==> src/rtl/iic_cfg_seq.sv <==
// Power-up register configuration sequencer: walks a NUM_REGS-entry table and
// hands one write per entry to an I2C byte driver, with retries and timeouts.
module iic_cfg_seq #(
    parameter int unsigned NUM_REGS  = 16,
    parameter logic [7:0]  DEV_ADDR  = 8'h78,
    parameter int unsigned PWR_DLY   = 1024,
    parameter int unsigned GAP_DLY   = 8,
    parameter int unsigned RETRY_MAX = 3,
    parameter int unsigned BUSY_TMO  = 16
) (
    input  logic        clk_i,
    input  logic        rst,
    input  logic        start_cfg,
    output logic [7:0]  cfg_index,
    input  logic [23:0] cfg_data,
    output logic        start_en,
    output logic        wr_rd_flag,
    output logic [7:0]  i2c_device_addr,
    output logic [15:0] register,
    output logic [7:0]  data_byte,
    input  logic        busy,
    input  logic        err,
    output logic        cfg_done,
    output logic        cfg_fail,
    output logic [7:0]  fail_index,
    output logic [1:0]  retry_cnt
);

    typedef enum logic [2:0] {
        PWR_WAIT,
        ISSUE,
        WAIT_HI,
        WAIT_LO,
        CHECK,
        GAP,
        DONE,
        FAIL
    } state_t;

    localparam logic [8:0]  LAST_CNT  = 9'(NUM_REGS);
    localparam logic [1:0]  RETRY_LIM = 2'(RETRY_MAX);
    localparam logic [31:0] PWR_LAST  = (PWR_DLY  == 0) ? 32'd0 : 32'(PWR_DLY - 1);
    localparam logic [31:0] GAP_LAST  = (GAP_DLY  == 0) ? 32'd0 : 32'(GAP_DLY - 1);
    localparam logic [31:0] TMO_LAST  = (BUSY_TMO == 0) ? 32'd0 : 32'(BUSY_TMO - 1);

    state_t      state_q, state_d;
    logic [31:0] cnt_q, cnt_d;
    logic [7:0]  cfg_index_q, cfg_index_d;
    logic [1:0]  retry_cnt_q, retry_cnt_d;
    logic        att_fail_q, att_fail_d;
    logic        start_en_q, start_en_d;
    logic [15:0] register_q, register_d;
    logic [7:0]  data_byte_q, data_byte_d;
    logic        cfg_done_q, cfg_done_d;
    logic        cfg_fail_q, cfg_fail_d;
    logic [7:0]  fail_index_q, fail_index_d;
    logic [8:0]  idx_inc;

    assign idx_inc = {1'b0, cfg_index_q} + 9'd1;

    always_comb begin
        state_d      = state_q;
        cnt_d        = cnt_q;
        cfg_index_d  = cfg_index_q;
        retry_cnt_d  = retry_cnt_q;
        att_fail_d   = att_fail_q;
        start_en_d   = 1'b0;
        register_d   = register_q;
        data_byte_d  = data_byte_q;
        cfg_done_d   = cfg_done_q;
        cfg_fail_d   = cfg_fail_q;
        fail_index_d = fail_index_q;

        case (state_q)
            PWR_WAIT: begin
                if (cnt_q == PWR_LAST) begin
                    cnt_d   = '0;
                    state_d = ISSUE;
                end else begin
                    cnt_d = cnt_q + 32'd1;
                end
            end
            ISSUE: begin
                // Holding here while busy keeps a request off a still-busy driver.
                if (!busy) begin
                    register_d  = cfg_data[23:8];
                    data_byte_d = cfg_data[7:0];
                    start_en_d  = 1'b1;
                    att_fail_d  = 1'b0;
                    cnt_d       = '0;
                    state_d     = WAIT_HI;
                end
            end
            WAIT_HI: begin
                if (busy) begin
                    state_d = WAIT_LO;
                end else if (cnt_q == TMO_LAST) begin
                    att_fail_d = 1'b1;
                    state_d    = CHECK;
                end else begin
                    cnt_d = cnt_q + 32'd1;
                end
            end
            WAIT_LO: begin
                if (!busy) begin
                    att_fail_d = err;
                    state_d    = CHECK;
                end
            end
            CHECK: begin
                cnt_d = '0;
                if (!att_fail_q) begin
                    retry_cnt_d = '0;
                    // Completion wraps the index to 0 for every table size, so
                    // it never holds NUM_REGS (and 256 naturally wraps).
                    if (idx_inc == LAST_CNT) begin
                        cfg_index_d = '0;
                        cfg_done_d  = 1'b1;
                        state_d     = DONE;
                    end else begin
                        cfg_index_d = idx_inc[7:0];
                        state_d     = GAP;
                    end
                end else if (retry_cnt_q < RETRY_LIM) begin
                    retry_cnt_d = retry_cnt_q + 2'd1;
                    state_d     = GAP;
                end else begin
                    fail_index_d = cfg_index_q;
                    cfg_fail_d   = 1'b1;
                    state_d      = FAIL;
                end
            end
            GAP: begin
                if (cnt_q == GAP_LAST) begin
                    cnt_d   = '0;
                    state_d = ISSUE;
                end else begin
                    cnt_d = cnt_q + 32'd1;
                end
            end
            DONE, FAIL: begin
                if (start_cfg) begin
                    cfg_done_d  = 1'b0;
                    cfg_fail_d  = 1'b0;
                    cfg_index_d = '0;
                    retry_cnt_d = '0;
                    cnt_d       = '0;
                    state_d     = GAP;
                end
            end
            default: state_d = PWR_WAIT;
        endcase
    end

    always_ff @(posedge clk_i) begin
        if (rst) begin
            state_q      <= PWR_WAIT;
            cnt_q        <= '0;
            cfg_index_q  <= '0;
            retry_cnt_q  <= '0;
            att_fail_q   <= 1'b0;
            start_en_q   <= 1'b0;
            register_q   <= '0;
            data_byte_q  <= '0;
            cfg_done_q   <= 1'b0;
            cfg_fail_q   <= 1'b0;
            fail_index_q <= '0;
        end else begin
            state_q      <= state_d;
            cnt_q        <= cnt_d;
            cfg_index_q  <= cfg_index_d;
            retry_cnt_q  <= retry_cnt_d;
            att_fail_q   <= att_fail_d;
            start_en_q   <= start_en_d;
            register_q   <= register_d;
            data_byte_q  <= data_byte_d;
            cfg_done_q   <= cfg_done_d;
            cfg_fail_q   <= cfg_fail_d;
            fail_index_q <= fail_index_d;
        end
    end

    assign cfg_index       = cfg_index_q;
    assign start_en        = start_en_q;
    assign wr_rd_flag      = 1'b0;
    assign i2c_device_addr = DEV_ADDR;
    assign register        = register_q;
    assign data_byte       = data_byte_q;
    assign cfg_done        = cfg_done_q;
    assign cfg_fail        = cfg_fail_q;
    assign fail_index      = fail_index_q;
    assign retry_cnt       = retry_cnt_q;

endmodule

==> config.mk <==
export PLATFORM = sky130hd
export DESIGN_NAME = iic_cfg_seq
export DESIGN_NICKNAME = d
export VERILOG_FILES = /design/src/rtl/iic_cfg_seq.sv
export SDC_FILE = /design/constraint.sdc
export NUM_CORES = 1
export LEC_CHECK = 0
export CORE_MARGIN = 1.5
export CORE_UTILIZATION = 25
export DETAILED_ROUTE_END_ITERATION = 16
export PLACE_DENSITY = 0.47
export RECOVER_POWER = 25
export SLEW_MARGIN = 30
export SYNTH_ARGS = -nofsm -noshare
export SYNTH_HDL_FRONTEND = slang
export SYNTH_SLANG_ARGS = --single-unit
==> constraint.sdc <==
create_clock -name clk_i -period 4.4 [get_ports clk_i]
set_input_delay 1.32 -clock clk_i [delete_from_list [all_inputs] [get_ports clk_i]]
set_output_delay 1.32 -clock clk_i [all_outputs]
set_load 0.005 [all_outputs]
==> key figures <==
Setup path
  • Crit path to: cfg_done
  • Crit. End Element: register
  • Crit-path max FO: 48
  • Crit path launch type: primary input
  • R2r setup slk: 1.78 ns
  • R2R depth: 6
  • Reg-to-Reg End: cnt_q[11]
  • Critical Path AT: 3.86 ns
  • Worst Path Required: 4.65 ns
  • RR Startpoint: cnt_q[29]
  • Crit Path Class: in2reg
  • Crit path launch: rst

Global route
  • Vias in the first global route: 3342
  • Initial antenna violation count: 0
  • First-pass GRT wire length: 16600 um
  • Largest net degree at the start of global routing: 49
  • GRT Util Overall: 12.8%
  • Grt ovf: 0

STA
  • Post-route minimum period: 3.62 ns
  • Relative slew slack: -46.4%
  • Setup TNS: 0 ns
  • Fmax: 277 MHz
  • Unrepaired setup endpoints after global routing: no
  • Actual slew at the worst max-slew pin: 2.20 ns
  • Slew Limit Fails: 49
  • Layout Skew: 0.00906 ns
  • Final Cycle Share: 82.2%
  • # setup viols final: 0
  • Final Hold Viols: 0

CTS
  • Worst-path clk slew: 0.06 ns
  • CTS root buf: clkbuf_16
  • TritonCTS Sinks: 81
  • CTS Buf Count: 9
  • Setup Buffers After CTS: 0
  • Hold-fix buffers, CTS: 0
  • CTS tree: built
  • Post-CTS sizing: 0
  • H-tree Lvls: 3
  • Clock Tree Buf Depth: 2
  • Clock Latency Late Sink: 0.35 ns

Synth
  • Share of the synthesized area in the top cell type: 41.3%
  • Sequential-to-total area share from yosys stat: 41.3%
  • Leading area contributor after synthesis: dfxtp_1
  • Async set-or-reset flop fraction in the synthesized netlist: 0%
  • Synth area leaders: dfxtp_1 (41%), nand2_1 (8.6%), a21oi_1 (7.3%)
  • Syn_area_per_cell: 8.15 um^2
  • Post-synth EDFFs: 0
  • Ys Warns: 0
  • Distinct cell type count of the synthesized netlist: 58
  • Synthesized cell area: 3930 um^2
  • Yosys reg bits: 81
  • Main flop type after synthesis: dfxtp_1
  • Post-Synthesis Cells: 482

Pwr
  • VDD IR max: 0.226 mV
  • Lkg Pwr: 1.70 nW
  • Switching share of power: 30.5%
  • Comb power frac: 23.2%
  • Clock power share: 38.1%
  • Reg power frac: 38.7%
  • PwrDens: 424 nW/um^2
  • P_int: 1.51 mW
  • P_sw: 0.661 mW

Place
  • I/O Buffers: 73
  • GP Congestion: 0.749
  • Placed cell areas: 4790 um^2
  • DP Wirelength: 7160 um

Detailed routing
  • Post-route ant nets: 0
  • Total wire length: 10300 um
  • Vias: 3566
  • DR DRC count: 0
  • Per-cell routed wire length: 13.5 um
  • First drt pass iteration count: 4
  • Vias per cell: 4.70
  • Initial drt markers: 198

Layout
  • Number of inserted diodes: 0
  • Nets: 575
  • Fraction of layout cells with a size suffix above 1: 8.04%
  • Area Growth Syn to Fin: 30.1%
  • Filler cells: 1572
  • Final instance area: 5110 um^2

Die
  • Ports: 83
  • Die X: 128 um
  • Die height: 128 um
  • Core region area: 15300 um^2
  • Initial Util: 25.7%
  • FP Rows: 45
  • Die area: 16500 um^2

Min path
  • Hold Path Class: reg2reg

Run
  • Max cap viols: 1

Outcome
  • Status: complete, but fails checks
  • Failing checks: capacitance limit, slew limit
logic make-up after synthesis:
| kind of cell | Yosys count | share of synthesized area, % |
|---|---|---|
| AO/OA/AOI/OAI | 123 | 20.1 |
| XOR/XNOR | 18 | 4.01 |
| adder cells (fa/ha/maj) | 3 | 0.956 |
| buffers and inverters | 40 | 5.54 |
| flip-flops | 81 | 41.3 |
| multiplexers | 3 | 0.764 |
| other | 2 | 0.191 |
| AND/OR/NAND/NOR | 212 | 27.2 |
synth_stat cells, types with 2 or more instances:
cell	count
dfxtp_1	81
o21a_1	3
nor4_1	9
o31ai_1	7
and3_1	5
or3b_2	2
a31oi_1	5
or3_1	7
nand3b_1	3
or4_1	10
a211oi_1	6
buf_4	11
buf_6	2
a22oi_1	3
clkbuf_1	19
nor2_2	8
and4_1	7
inv_1	6
a21oi_1	57
nand2b_1	2
o22ai_1	2
a21oi_2	6
nor3_1	7
nand2_1	90
nor2b_1	3
xor2_1	7
mux2i_1	3
or4_4	2
conb_1	2
o21ai_1	3
nand3_1	14
nor2_1	28
o21ai_0	14
and2_1	2
xnor2_1	11
nand4_1	8
a21o_1	4
ha_1	3
state kept, by name, summed over array words and instances, names as in the netlist:
name        count
data_byte       8
cnt_q          32
start_en        1
register       16
cfg_fail        1
cfg_done        1
fail_index      8
retry_cnt       2
cfg_index       8
state_q         3
att_fail_q      1
power by group through the flow:
stage	sequential, mW	combinational [mW]	clock (mW)
finish	0.839	0.503	0.825
floorplan	0.825	0.400	0
detailed placement	0.857	0.512	0
global route	0.851	0.560	0.890
CTS	0.840	0.513	0.858
global placement	0.854	0.505	0
worst max-delay path, stage by stage:
cell	delay, ns
clkdlybuf4s50_1	0.51
clkbuf_1	1.59
a31oi_1	0.23
o21a_1	0.21
area by class of cell:
class | count | area, um^2 | share of cell area (%)
Inverter | 7 | 26.3 | 0.514
Sequential cell | 81 | 1620 | 31.7
Clock buffer | 11 | 253 | 4.94
Timing Repair Buffer | 76 | 749 | 14.7
Clock inverter | 4 | 76.3 | 1.49
Tap cell | 211 | 264 | 5.16
Multi-Input combinational cell | 368 | 2120 | 41.5
cell usage in the layout, fill, tap and decap left out, types with 10 or more instances in the layout:
| master | synthesis | routed |
|---|---|---|
| nand2_1 | 90 | 90 |
| dfxtp_1 | 81 | 81 |
| a21oi_1 | 57 | 57 |
| clkdlybuf4s50_1 | 0 | 52 |
| nor2_1 | 28 | 28 |
| dlygate4sd3_1 | 0 | 21 |
| nand3_1 | 14 | 14 |
| o21ai_0 | 14 | 14 |
| xnor2_1 | 11 | 11 |
| or4_1 | 10 | 10 |
layer usage:
metal / vias to the layer above / track usage (%) / wire length (um)
li1: 1827 / - / -
met1: 1624 / 15.7 / 4820
met2: 102 / 21.2 / 4810
met3: 13 / 3.95 / 503
met4: 0 / 5.16 / 130
met5: - / 0 / 0
stage by stage:
stage / util, % / power, mW / worst slack, ns / hold slack, ns / cells
after detailed placement: 31.4 / 1.37 / 0.674 / 0.447 / 743
after CTS: 33.5 / 2.21 / 1.03 / 0.456 / 758
after floorplan: - / 1.22 / 1.33 / 0.453 / 489
after global placement: 31.4 / 1.36 / 0.800 / 0.442 / 743
final: 33.5 / 2.17 / 0.783 / 0.449 / 758
after global routing: 33.5 / 2.30 / 0.463 / 0.470 / 758
worst min path at each step:
stage                      start      endpoint  cells after the start
CTS                  register[2]   register[2]                      2
detailed placement   register[2]   register[2]                      2
global route         register[2]   register[2]                      2
floorplan           data_byte[0]  data_byte[0]                      2
global placement    data_byte[6]  data_byte[6]                      2
finish               register[6]   register[6]                      2
No activity file was read; power rests on OpenSTA's default activity.
